==> src/rtl/id_hazard_regfile_if.sv <==
// Decode-stage bus between the ID stage and the register file / hazard unit.
// master: the pipeline side that drives addresses, hazard inputs and write-back.
// slave:  id_hazard_regfile.
interface id_hazard_regfile_if #(
   parameter int DATA_W = 16,
   parameter int REG_AW = 3,
   parameter int CNT_W  = 16
);
   logic [REG_AW-1:0] id_rs;
   logic [REG_AW-1:0] id_rt;
   logic              id_uses_rt;
   logic              exe_mem_read;
   logic [REG_AW-1:0] exe_rt;
   logic              exe_bra_taken;
   logic              wb_regwrite;
   logic [REG_AW-1:0] wb_rd;
   logic [DATA_W-1:0] wb_data;
   logic [DATA_W-1:0] id_reg1_val;
   logic [DATA_W-1:0] id_reg2_val;
   logic              stall;
   logic              if_id_flush;
   logic              id_exe_flush;
   logic [CNT_W-1:0]  stall_cnt;
   logic [CNT_W-1:0]  flush_cnt;

   modport master (
      output id_rs, id_rt, id_uses_rt, exe_mem_read, exe_rt, exe_bra_taken,
             wb_regwrite, wb_rd, wb_data,
      input  id_reg1_val, id_reg2_val, stall, if_id_flush, id_exe_flush,
             stall_cnt, flush_cnt
   );

   modport slave (
      input  id_rs, id_rt, id_uses_rt, exe_mem_read, exe_rt, exe_bra_taken,
             wb_regwrite, wb_rd, wb_data,
      output id_reg1_val, id_reg2_val, stall, if_id_flush, id_exe_flush,
             stall_cnt, flush_cnt
   );
endinterface

==> src/rtl/id_hazard_regfile.sv <==
// Decode-stage register file with load-use / taken-branch hazard control and
// saturating stall/flush event counters.
// Optional feature: define WB_BYPASS_EN to forward same-cycle write-back data
// to the read ports; otherwise reads see array contents only.
//
// state | meaning
// ------+-----------------------------------------------------------
// RUN   | normal issue
// STL   | load-use bubble now sits in EXE
// BRA   | wrong-path slot after a taken branch
module id_hazard_regfile #(
   parameter int DATA_W = 16,
   parameter int REG_AW = 3,
   parameter int CNT_W  = 16
) (
   input  logic              clock,
   input  logic              reset,
   id_hazard_regfile_if.slave bus
);
   localparam int NREG = 1 << REG_AW;

   typedef enum logic [1:0] {ST_RUN, ST_STL, ST_BRA} state_t;

   state_t            state_q;
   state_t            state_n;
   logic [DATA_W-1:0] rf [NREG];
   logic [DATA_W-1:0] rd1;
   logic [DATA_W-1:0] rd2;
   logic              load_use;
   logic              stall_c;
   logic              if_id_flush_c;
   logic              id_exe_flush_c;
   logic [CNT_W-1:0]  stall_cnt_q;
   logic [CNT_W-1:0]  flush_cnt_q;

   // register array: cleared on reset, written at the clock edge from write-back
   always_ff @(posedge clock or negedge reset) begin
      if (!reset) begin
         for (int i = 0; i < NREG; i++) rf[i] <= '0;
      end else if (bus.wb_regwrite) begin
         rf[bus.wb_rd] <= bus.wb_data;
      end
   end

   // asynchronous read ports, optionally forwarding the write-back in flight
   always_comb begin
      rd1 = rf[bus.id_rs];
      rd2 = rf[bus.id_rt];
`ifdef WB_BYPASS_EN
      if (bus.wb_regwrite && (bus.wb_rd == bus.id_rs)) rd1 = bus.wb_data;
      if (bus.wb_regwrite && (bus.wb_rd == bus.id_rt)) rd2 = bus.wb_data;
`endif
   end

   assign load_use = bus.exe_mem_read &
                     ((bus.exe_rt == bus.id_rs) |
                      (bus.id_uses_rt & (bus.exe_rt == bus.id_rt)));

   // state register
   always_ff @(posedge clock or negedge reset) begin
      if (!reset) state_q <= ST_RUN;
      else        state_q <= state_n;
   end

   // next state and hazard outputs; a taken branch kills the stalled instruction
   // instead of holding it, so it overrides the stall
   always_comb begin
      state_n        = ST_RUN;
      stall_c        = 1'b0;
      if_id_flush_c  = 1'b0;
      id_exe_flush_c = 1'b0;
      case (state_q)
         ST_RUN, ST_STL, ST_BRA: begin
            stall_c        = load_use & ~bus.exe_bra_taken;
            id_exe_flush_c = load_use | bus.exe_bra_taken;
            if_id_flush_c  = bus.exe_bra_taken;
            if (bus.exe_bra_taken) state_n = ST_BRA;
            else if (load_use)     state_n = ST_STL;
            else                   state_n = ST_RUN;
         end
         default: state_n = ST_RUN;
      endcase
   end

   // saturating event counters
   always_ff @(posedge clock or negedge reset) begin
      if (!reset) begin
         stall_cnt_q <= '0;
         flush_cnt_q <= '0;
      end else begin
         if (stall_c && (stall_cnt_q != '1))
            stall_cnt_q <= stall_cnt_q + CNT_W'(1);
         if (bus.exe_bra_taken && (flush_cnt_q != '1))
            flush_cnt_q <= flush_cnt_q + CNT_W'(1);
      end
   end

   // combinational outputs are forced low while reset is held
   assign bus.id_reg1_val  = reset ? rd1 : '0;
   assign bus.id_reg2_val  = reset ? rd2 : '0;
   assign bus.stall        = reset & stall_c;
   assign bus.if_id_flush  = reset & if_id_flush_c;
   assign bus.id_exe_flush = reset & id_exe_flush_c;
   assign bus.stall_cnt    = stall_cnt_q;
   assign bus.flush_cnt    = flush_cnt_q;
endmodule

==> src/flat_wrapper.sv <==
// flat-port wrapper written by rule: the top's interface ports become plain ports
module id_hazard_regfile_flat 
#(
   parameter int DATA_W = 16,
   parameter int REG_AW = 3,
   parameter int CNT_W  = 16
)
  (clock, reset, bus_id_rs, bus_id_rt, bus_id_uses_rt, bus_exe_mem_read, bus_exe_rt, bus_exe_bra_taken, bus_wb_regwrite, bus_wb_rd, bus_wb_data, bus_id_reg1_val, bus_id_reg2_val, bus_stall, bus_if_id_flush, bus_id_exe_flush, bus_stall_cnt, bus_flush_cnt);
  id_hazard_regfile_if #(.DATA_W(DATA_W), .REG_AW(REG_AW), .CNT_W(CNT_W)) bus_i ();
  input  logic clock;
  input  logic reset;
  input wire logic [$bits(bus_i.id_rs)-1:0] bus_id_rs;
  input wire logic [$bits(bus_i.id_rt)-1:0] bus_id_rt;
  input wire logic [$bits(bus_i.id_uses_rt)-1:0] bus_id_uses_rt;
  input wire logic [$bits(bus_i.exe_mem_read)-1:0] bus_exe_mem_read;
  input wire logic [$bits(bus_i.exe_rt)-1:0] bus_exe_rt;
  input wire logic [$bits(bus_i.exe_bra_taken)-1:0] bus_exe_bra_taken;
  input wire logic [$bits(bus_i.wb_regwrite)-1:0] bus_wb_regwrite;
  input wire logic [$bits(bus_i.wb_rd)-1:0] bus_wb_rd;
  input wire logic [$bits(bus_i.wb_data)-1:0] bus_wb_data;
  output wire logic [$bits(bus_i.id_reg1_val)-1:0] bus_id_reg1_val;
  output wire logic [$bits(bus_i.id_reg2_val)-1:0] bus_id_reg2_val;
  output wire logic [$bits(bus_i.stall)-1:0] bus_stall;
  output wire logic [$bits(bus_i.if_id_flush)-1:0] bus_if_id_flush;
  output wire logic [$bits(bus_i.id_exe_flush)-1:0] bus_id_exe_flush;
  output wire logic [$bits(bus_i.stall_cnt)-1:0] bus_stall_cnt;
  output wire logic [$bits(bus_i.flush_cnt)-1:0] bus_flush_cnt;
  assign bus_i.id_rs = bus_id_rs;
  assign bus_i.id_rt = bus_id_rt;
  assign bus_i.id_uses_rt = bus_id_uses_rt;
  assign bus_i.exe_mem_read = bus_exe_mem_read;
  assign bus_i.exe_rt = bus_exe_rt;
  assign bus_i.exe_bra_taken = bus_exe_bra_taken;
  assign bus_i.wb_regwrite = bus_wb_regwrite;
  assign bus_i.wb_rd = bus_wb_rd;
  assign bus_i.wb_data = bus_wb_data;
  assign bus_id_reg1_val = bus_i.id_reg1_val;
  assign bus_id_reg2_val = bus_i.id_reg2_val;
  assign bus_stall = bus_i.stall;
  assign bus_if_id_flush = bus_i.if_id_flush;
  assign bus_id_exe_flush = bus_i.id_exe_flush;
  assign bus_stall_cnt = bus_i.stall_cnt;
  assign bus_flush_cnt = bus_i.flush_cnt;
  id_hazard_regfile #(.DATA_W(DATA_W), .REG_AW(REG_AW), .CNT_W(CNT_W)) u_core (.clock(clock), .reset(reset), .bus(bus_i));
endmodule
==> config.mk <==
export PLATFORM = sky130hd
export DESIGN_NAME = id_hazard_regfile_flat
export DESIGN_NICKNAME = d
export VERILOG_FILES = /design/src/rtl/id_hazard_regfile_if.sv /design/src/rtl/id_hazard_regfile.sv /design/src/flat_wrapper.sv
export SDC_FILE = /design/constraint.sdc
export NUM_CORES = 1
export LEC_CHECK = 0
export CAP_MARGIN = 10
export CORE_UTILIZATION = 30
export CTS_BUF_LIST = sky130_fd_sc_hd__clkbuf_4 sky130_fd_sc_hd__clkbuf_8
export CTS_CLUSTER_SIZE = 10
export DETAILED_ROUTE_END_ITERATION = 7
export PLACE_DENSITY = 0.57
export SLEW_MARGIN = 30
export SYNTH_ARGS = -nofsm -noshare
export SYNTH_HDL_FRONTEND = slang
export SYNTH_SLANG_ARGS = --single-unit
==> constraint.sdc <==
create_clock -name clock -period 2.1 [get_ports clock]
set_clock_uncertainty 0.2 [all_clocks]
set_input_delay 0.315 -clock clock [delete_from_list [all_inputs] [get_ports clock]]
set_output_delay 0.315 -clock clock [all_outputs]
set_load 0.01 [all_outputs]
==> flow_metrics.tcl <==
set metrics [dict create \
    synth_adder_area_share 0.002946 \
    root_buffer "clkbuf_8" \
    period_minus_slack_ns 2.301 \
    clock_latency_ns 0.46 \
    synth_nets 616 \
    end_kind "output port" \
    worst_slew_pin_slew_ns 0.8129 \
    synth_edf_count 0 \
    grt_pass1_vias 6359 \
    pin_count 101 \
    whs_ns 0.2090 \
    antenna_found_initial 0 \
    cts.htree.levels 4 \
    die_h_um 170.3 \
    die_area_um2 29000 \
    place_area_um2 10540 \
    syn_inst 580 \
    yosysSeqAreaShare 0.4772 \
    area_growth_pct 30.35 \
    antenna_left 0 \
    fin_crit_sh 1.096 \
    numCtsBuffers 17 \
    ys_async_sr_fraction 1.000 \
    track_usage 0.1658 \
    ir_drop_mv 0.3742 \
    avgRoutedWirePerCell_um 19.74 \
    timing.final.ws_setup_ns -0.2013 \
    fmax_mhz 434.5 \
    row_count 61 \
    synth_top_family_by_area "multiplexers" \
    grt_max_degree 29 \
    crit_required_ns 1.58 \
    start_kind "flip-flop" \
    yosys.area_share.xor_xnor 0.03299 \
    ys_warn_count 0 \
    cts.path.max_buffers 2 \
    tns_ns -4.323 \
    hold_class "input pin to asynchronous set/reset pin" \
    drt_iter0_markers 363 \
    outcome "complete, but fails checks" \
    avgSynthCellArea_um2 14.65 \
    synth_ff_type "dfrtp_1" \
    power.density_cell_area_nw_per_um2 842.7 \
    grt-ovfl-total 0 \
    leakage_uw 0.004663 \
    synth_compound_area_frac 0.01001 \
    antenna_cells 0 \
    violations "negative setup slack" \
    synthSimpleGateAreaFrac 0.07526 \
    cts.clk_slew.worst_paths_ns 0.08 \
    drive_gt1_frac 0.4909 \
    p_total_uw 9332 \
    vias_per_cell 4.985 \
    grt_pass1_wl_um 35800 \
    nets 789 \
    wl_um 22580 \
    die_x_um 170.3 \
    cts_tree "built" \
    arrival_ns 1.79 \
    gp_congestion 0.7968 \
    hold_violations 0 \
    core_area_um2 27860 \
    drt-pass1-iter-count 4 \
    ys_ff_latch 162 \
    vias 5703 \
    maxSlewViolCount 0 \
    clock-sinks 162 \
    final_area_um2 11070 \
    grt_setup_unrepaired "yes" \
    crit_type "flip-flop to output port" \
    start_util 0.3050 \
    drcViolationCount 0 \
    crit_fanout 3 \
    slew-limit-headroom 0.4562 \
    maxCapViolCount 0 \
    synth.cell_area_um2 8496 \
    finalSetupViolations 33 \
    portBuffers 100 \
    yosysUniqueCellTypes 34 \
    synthMuxAreaShare 0.3823 \
    dp.final_hpwl_um 15590 \
]
==> worst paths after layout <==
kind | startpoint | to | slack [ns] | cells after the start
min in group clock | bus_exe_bra_taken | u_core.state_q[0] | 0.25 | 3
max in group asynchronous | reset | u_core.rf[27] | 0.43 | 4
worst min-delay path | reset | u_core.bus.stall_cnt[11] | 0.21 | 2
worst max-delay path | u_core.rf[1] | bus_id_reg2_val[1] | -0.20 | 4
worst max register to register | u_core.bus.flush_cnt[1] | u_core.bus.flush_cnt[1] | 0.20 | 6
worst min register to register | u_core.bus.flush_cnt[7] | u_core.bus.flush_cnt[7] | 0.30 | 1
==> synthesized netlist by cell type (4+ instances only) <==
library cell	count	area share
and3_1	9	0.0066
nor2b_1	32	0.024
nor3_1	5	0.0029
nand4b_1	4	0.0041
mux2_2	131	0.17
nand4_1	11	0.0081
nand2_1	14	0.0062
xnor2_1	25	0.026
nand3_1	16	0.0094
xor2_1	7	0.0072
buf_2	7	0.0041
clkbuf_1	24	0.011
dfrtp_1	162	0.48
mux2i_1	32	0.038
a21oi_1	5	0.0029
and4_1	4	0.0041
mux4_2	64	0.17
nor2_1	6	0.0027
==> routing by layer <==
| layer | vias up | wire length [um] | GRT usage |
|---|---|---|---|
| met5 | - | 0 | 0 |
| met4 | 0 | 239 | 0.04505 |
| met3 | 21 | 1138 | 0.03581 |
| met2 | 152 | 11340 | 0.2874 |
| met1 | 2989 | 9858 | 0.2077 |
| li1 | 2541 | - | - |
==> report_power, final <==
part,leakage (uW),internal (uW),switching (uW)
clock network,0.000215,1310,1190
registers,0.00199,3760,509
logic,0.00246,1600,969
total,0.00466,6670,2670
==> cell families after synthesis <==
family | count (synthesis)
AO/OA/AOI/OAI | 11
XOR/XNOR | 32
adder cells (fa/ha/maj) | 2
buffers and inverters | 37
flip-flops | 162
multiplexers | 228
AND/OR/NAND/NOR | 108
==> layout by cell type, fill, tap and decap left out, types with 6 or more instances in the layout <==
cell type,netlist,layout
and3_1,9,9
buf_12,0,16
buf_2,7,33
buf_4,0,66
buf_6,2,8
clkbuf_8,0,21
clkdlybuf4s50_1,0,51
dfrtp_1,162,162
mux2_2,131,131
mux2i_1,32,25
mux2i_2,0,7
mux4_2,64,64
nand2_1,14,14
nand3_1,16,16
nand4_1,11,11
nor2_1,6,6
nor2b_1,32,29
xnor2_1,25,22
xor2_1,7,7
==> metrics by stage <==
step | utilization | cells | setup slack, ns
2_1_floorplan | - | 580 | -0.2251
3_3_place_gp | 0.3784 | 1094 | -0.8443
3_5_place_dp | 0.3784 | 1094 | -0.8647
4_1_cts | 0.3941 | 1140 | -0.2337
5_1_grt | 0.3975 | 1144 | -0.2868
6_report | 0.3975 | 1144 | -0.2013
==> repair_timing <==
item / 4_1_cts / 5_1_grt
gates resized for setup: 176 / 19
endpoints found under the setup margin: 47 / 38
pin swaps: 6 / 6
hold buffers: 5 / 0
setup buffers: 9 / 4
hold endpoints to repair: 162 / 0
cloned: 1 / 0
==> cell type report <==
type | count | area, um^2
clock buffers | 21 | 289.0
clock inverters | 11 | 148.9
fillers | 2604 | 16780
inverters | 1 | 3.754
multi-input cells | 381 | 4352
flip-flops and latches | 162 | 4054
well taps | 378 | 473.0
repair buffers | 190 | 1754
==> worst max-delay path, stage by stage (launching register included) <==
cell and delay, ns:
dfrtp_1 0.42, mux4_2 0.49, mux2i_2 0.22, nor2b_1 0.07, buf_2 0.14
==> flip-flops by register name, summed over array words and instances (netlist names) <==
name,count
u_core.bus.stall_cnt,16
u_core.state_q,2
u_core.rf,128
u_core.bus.flush_cnt,16
No activity file was read; power rests on OpenSTA's default activity.
